File: src/rtl/dmem_arbiter_pkg.sv
// Shared definitions for the data-memory arbiter: FSM encoding and default sizing.
package dmem_arbiter_pkg;

    typedef enum logic [1:0] {
        ARB_IDLE = 2'd0,
        ARB_BUSY = 2'd1,
        ARB_RESP = 2'd2
    } arb_state_t;

    localparam int WORD           = 64;
    localparam int MEM_BYTES_DEF  = 1024;
    localparam int STARVE_LIM_DEF = 4;

endpackage

File: src/rtl/dmem_arbiter_starve.sv
// Grant selection with a saturating starvation counter that forces port 1
// through after STARVE_LIM consecutive port-0 grants while port 1 waits.
module dmem_arbiter_starve
    import dmem_arbiter_pkg::*;
#(
    parameter int STARVE_LIM = STARVE_LIM_DEF,
    parameter int CNT_W      = $clog2(STARVE_LIM + 1)
) (
    input  logic             clk,
    input  logic             rst,
    input  logic             req0,
    input  logic             req1,
    input  logic             grant_en,
    output logic             sel,
    output logic [CNT_W-1:0] cnt
);

    logic starved;

    assign starved = (cnt == CNT_W'(STARVE_LIM));
    assign sel     = req1 && (!req0 || starved);

    always_ff @(posedge clk or posedge rst) begin
        if (rst) begin
            cnt <= '0;
        end else if (grant_en) begin
            // Only a port-0 grant that bypasses a waiting port 1 counts.
            if (sel || !req1) begin
                cnt <= '0;
            end else if (!starved) begin
                cnt <= cnt + 1'b1;
            end
        end
    end

endmodule

File: src/rtl/dmem_arbiter.sv
// Two-port arbiter serialising doubleword transactions from the CPU (port 0)
// and the loader (port 1) onto the single data memory.
module dmem_arbiter
    import dmem_arbiter_pkg::*;
#(
    parameter int ADDR_W     = 64,
    parameter int DATA_W     = WORD,
    parameter int MEM_BYTES  = MEM_BYTES_DEF,
    parameter int STARVE_LIM = STARVE_LIM_DEF
) (
    input  logic              clk,
    input  logic              rst,
    input  logic              req0,
    input  logic              req1,
    input  logic              we0,
    input  logic              we1,
    input  logic [ADDR_W-1:0] addr0,
    input  logic [ADDR_W-1:0] addr1,
    input  logic [DATA_W-1:0] wdata0,
    input  logic [DATA_W-1:0] wdata1,
    output logic              ack0,
    output logic              ack1,
    output logic              err0,
    output logic              err1,
    output logic [DATA_W-1:0] rdata,
    output logic              mem_read,
    output logic              mem_write,
    output logic [ADDR_W-1:0] mem_addr,
    output logic [DATA_W-1:0] mem_wdata,
    input  logic [DATA_W-1:0] mem_rdata
);

    localparam int CNT_W = $clog2(STARVE_LIM + 1);

    arb_state_t        state;
    logic              owner;
    logic              we_l;
    logic              legal_l;
    logic [ADDR_W-1:0] addr_l;
    logic [DATA_W-1:0] wdata_l;
    logic              sel;
    logic              grant_en;
    logic [CNT_W-1:0]  starve_cnt;
    logic              unused_cnt;

    function automatic logic addr_legal(input logic [ADDR_W-1:0] a);
        return (a[2:0] == 3'b000) && (a <= ADDR_W'(MEM_BYTES - 8));
    endfunction

    assign grant_en   = (state == ARB_IDLE) && (req0 || req1);
    assign unused_cnt = ^starve_cnt;

    dmem_arbiter_starve #(
        .STARVE_LIM (STARVE_LIM),
        .CNT_W      (CNT_W)
    ) u_starve (
        .clk      (clk),
        .rst      (rst),
        .req0     (req0),
        .req1     (req1),
        .grant_en (grant_en),
        .sel      (sel),
        .cnt      (starve_cnt)
    );

    // Memory side is decoded from registered state only; illegal accesses keep the bus quiet.
    assign mem_read  = (state == ARB_BUSY) && legal_l && !we_l;
    assign mem_write = (state == ARB_BUSY) && legal_l &&  we_l;
    assign mem_addr  = (state == ARB_BUSY && legal_l) ? addr_l : '0;
    assign mem_wdata = (state == ARB_BUSY && legal_l && we_l) ? wdata_l : '0;

    always_ff @(posedge clk or posedge rst) begin
        if (rst) begin
            state   <= ARB_IDLE;
            owner   <= 1'b0;
            we_l    <= 1'b0;
            legal_l <= 1'b0;
            addr_l  <= '0;
            wdata_l <= '0;
            ack0    <= 1'b0;
            ack1    <= 1'b0;
            err0    <= 1'b0;
            err1    <= 1'b0;
            rdata   <= '0;
        end else begin
            case (state)
                ARB_IDLE: begin
                    if (grant_en) begin
                        owner   <= sel;
                        we_l    <= sel ? we1 : we0;
                        addr_l  <= sel ? addr1 : addr0;
                        wdata_l <= sel ? wdata1 : wdata0;
                        legal_l <= addr_legal(sel ? addr1 : addr0);
                        state   <= ARB_BUSY;
                    end
                end
                ARB_BUSY: begin
                    rdata <= (legal_l && !we_l) ? mem_rdata : '0;
                    ack0  <= !owner;
                    ack1  <= owner;
                    err0  <= !owner && !legal_l;
                    err1  <= owner && !legal_l;
                    state <= ARB_RESP;
                end
                ARB_RESP: begin
                    ack0  <= 1'b0;
                    ack1  <= 1'b0;
                    err0  <= 1'b0;
                    err1  <= 1'b0;
                    state <= ARB_IDLE;
                end
                default: state <= ARB_IDLE;
            endcase
        end
    end

endmodule

File: config.mk
export PLATFORM = sky130hd
export DESIGN_NAME = dmem_arbiter
export DESIGN_NICKNAME = d
export VERILOG_FILES = /design/src/rtl/dmem_arbiter_pkg.sv /design/src/rtl/dmem_arbiter_starve.sv /design/src/rtl/dmem_arbiter.sv
export SDC_FILE = /design/constraint.sdc
export NUM_CORES = 1
export LEC_CHECK = 0
export CAP_MARGIN = 20
export CORE_AREA = 2 2 203 205
export CTS_BUF_LIST = sky130_fd_sc_hd__clkbuf_16
export CTS_CLUSTER_SIZE = 14
export DETAILED_ROUTE_END_ITERATION = 12
export DIE_AREA = 0 0 205 207
export GPL_TIMING_DRIVEN = 0
export PLACE_DENSITY = 0.61
export SLEW_MARGIN = 10
export SYNTH_ARGS = -nofsm -noshare
export SYNTH_HDL_FRONTEND = slang
export SYNTH_SLANG_ARGS = --single-unit
File: constraint.sdc
create_clock -name clk -period 10.53 [get_ports clk]
set_clock_uncertainty 0.15 [all_clocks]
set_input_delay 1.5795 -clock clk [delete_from_list [all_inputs] [get_ports clk]]
set_output_delay 1.5795 -clock clk [all_outputs]
set_load 0.005 [all_outputs]
==> metrics.yaml <==
status: "completed"
p_int_w: 0.00195
tns_ns: 0
wirelength_mm: 45.2
routed_via_density: 4.68
drv_cap: 0
cts-root-buf: "clkbuf_16"
grt_most_used_layer: "met2"
area_growth_pct: 67.9
core.rowCount: 74
cts_buffers: 25
synth.area.mux_share: 0.00339
synth_common_cells: "nand2_1 (334), dfrtp_1 (204), nor2_1 (135)"
pre_cts_ws_ns: 5.82
grt_use_met3: 0.0560
path_clk_slew_ns: 0.06
avgSynthCellArea_um2: 8.13
dieArea_um2: 42400
max_slew.worst_pin.slew_ns: 0.766
critPathRequiredTime_ns: 8.80
cts_setup_buffers: 0
ios: 524
drive_above_1_share: 0.0462
wl_per_cell_um: 19.4
grt_usage: 0.205
synth_edf_count: 0
sequentialPowerShare: 0.397
hold_ws_ns: 0.365
core_um2: 40400
synth_top_area_frac: 0.513
slew_violations: 0
grt_max_degree: 107
setup_viol: 0
p_per_area_nw_per_um2: 179
ys_warn_count: 0
power_frac_comb: 0.307
leakagePower_nw: 6.96
gr-usage-met2: 0.345
clock_latency_ns: 0.54
finalHoldViolations: 0
synth_xor_area_frac: 0
initialDrtViolationCount: 718
finalWeightedCongestion: 0.891
synth.most_common_cell: "nand2_1"
synthArstFlopShare: 1.00
endpoint_kind: "output pin"
grt_pass1_vias: 10993
cts_sinks: 204
finalPower_w: 0.00299
crit_top_cell: "clkbuf_1"
drtAntennaViolNets: 0
nFillCells: 4120
path_max_fanout: 10
synth_nets: 1557
antenna_found_initial: 2
p_sw_w: 0.00104
grt_overflow: 0
synth_ff_type: "dfrtp_1"
cts_tree: "yes"
yosys.area_share.simple: 0.286
post_cts_resize_count: 0
cp.arrival_ns: 3.47
worst-setup-path-type: "reg -> out"
drtPass1Iterations: 5
fmaxAchievable_mhz: 192
critPathSlowestCell: "clkdlybuf4s50_1"
max_stage_delay_ns: 0.54
cp_cell_sequence: "inv_1 > ha_1 > buf_2 > clkbuf_1 > clkbuf_1 > and3_1 > clkdlybuf4s50_1"
hpwl_mm: 34.8
synth_top_family_by_area: "simple AND/OR/NAND/NOR gates"
period_share: 0.494
setup_ws_ns: 5.33
grt_util_met1: 0.258
finish.instance_area_um2: 16700
register_area_um2: 5100
synth_adder_area_share: 0.00754
hp-class: "reg -> reg"
ys_ff_latch: 204
syn-cell-area_um2: 9960
ir_worst_vdd_mv: 0.0995
rsz0062_at_grt: "false"
vias: 10906
postSynthCellCount: 1225
relSlewSlack: 0.490
nets: 2108
die_w_um: 205
synthTopCellsByArea: "dfrtp_1 (51%), nand2_1 (13%), a31oi_1 (8.0%), nor2_1 (5.1%), and3_1 (4.1%)"
multi_input_area_um2: 4170
grt_pass1_wl_mm: 66.9
port_buffers: 523
die_h_um: 207
synth_compound_gate_area_share: 0.122
swShare: 0.348
synth-seq-area-share: 0.513
worst_setup_path_start_kind: "register"
drc: 0
yosysUniqueCellTypes: 30
finalCriticalPeriod_ns: 5.20
cts.path.max_buffers: 3
hold_buffers: 0
htreeDepth: 1
clkPwrFrac: 0.296
start_util: 0.247
yosysTopAreaCell: "dfrtp_1"
rrSetupSlack_ns: 8.11
post_dp_cell_area_um2: 15900
[kinds of logic after synthesis]
| group | Yosys count |
|---|---|
| AOI/OAI and AO/OA | 205 |
| adders and majority gates | 6 |
| buffers and inverters | 163 |
| DFF | 204 |
| muxes | 3 |
| and+or+nand+nor | 644 |
[flip-flops by register name, indices dropped and copies added, names as in the netlist]
| register | cells |
|---|---|
| ack1 | 1 |
| owner | 1 |
| err1 | 1 |
| we_l | 1 |
| legal_l | 1 |
| state | 2 |
| u_starve.cnt | 3 |
| ack0 | 1 |
| rdata | 64 |
| addr_l | 64 |
| wdata_l | 64 |
| err0 | 1 |
[cell type report]
class | count | area share
Timing Repair Buffer | 524 | 0.315
Multi-Input combinational cell | 858 | 0.250
Clock inverter | 21 | 0.0119
Clock buffer | 25 | 0.0374
Inverter | 70 | 0.0162
Antenna cell | 1 | 0.000150
Buffer | 93 | 0.0248
Sequential cell | 204 | 0.305
Tap cell | 532 | 0.0398
[routing by layer]
layer	up-vias	share of wire
met5	-	0
met2	532	0.47
li1	5157	-
met4	0	0.030
met3	73	0.095
met1	5144	0.41
[placed cells by master, fill, tap and decap left out, types with 4 or more instances in the layout]
cell type        Yosys  final
a31oi_1            128    128
and2_1              64     64
and3_1              65     65
buf_2               35     35
buf_4                4      4
bufinv_16            0      4
clkbuf_1            52     52
clkbuf_16            0     25
clkdlybuf4s50_1      0    523
clkinv_1             0      4
clkinv_2             0      4
dfrtp_1            204    204
ha_1                 6      6
inv_1               70     76
nand2_1            334    334
nand3_1              4      4
nor2_1             135    135
nor3_1               8      8
nor4_1              25     25
o21ai_0             69     69
[path summary, 6_finish.rpt]
| check | startpoint | end | depth (start not counted) |
|---|---|---|---|
| setup / recovery | state[1] | mem_addr[48] | 7 |
| hold / removal | ack0 | ack0 | 1 |
| setup reg to reg | state[1] | rdata[55] | 9 |
| hold reg to reg | ack0 | ack0 | 1 |
| max in group asynchronous | rst | wdata_l[54] | 3 |
| min in group asynchronous | rst | rdata[11] | 2 |
[through the flow]
step / util / std cells
CTS: 0.414 / 2327
finish: 0.414 / 2328
global placement: 0.393 / 2280
detailed placement: 0.394 / 2281
floorplan: - / 1225
global route: 0.414 / 2327
[power groups by stage]
stage	Clock [W]	Sequential, W	Combinational, W
after floorplan	0	0.00115	0.000544
after global placement	0	0.00119	0.000910
after detailed placement	0	0.00120	0.000924
after CTS	0.000908	0.00119	0.000926
after global routing	0.000935	0.00122	0.00103
final	0.000885	0.00119	0.000916
[worst max-delay path, delay by kind of cell (launching register included)]
| kind | cells | cell delay, ns |
|---|---|---|
| buffers and inverters | 5 | 2.01 |
| adder cells (fa/ha/maj) | 1 | 0.28 |
| AND/OR/NAND/NOR | 1 | 0.27 |
| flip-flops | 1 | 0.39 |
(Power assumes the default switching activity.)
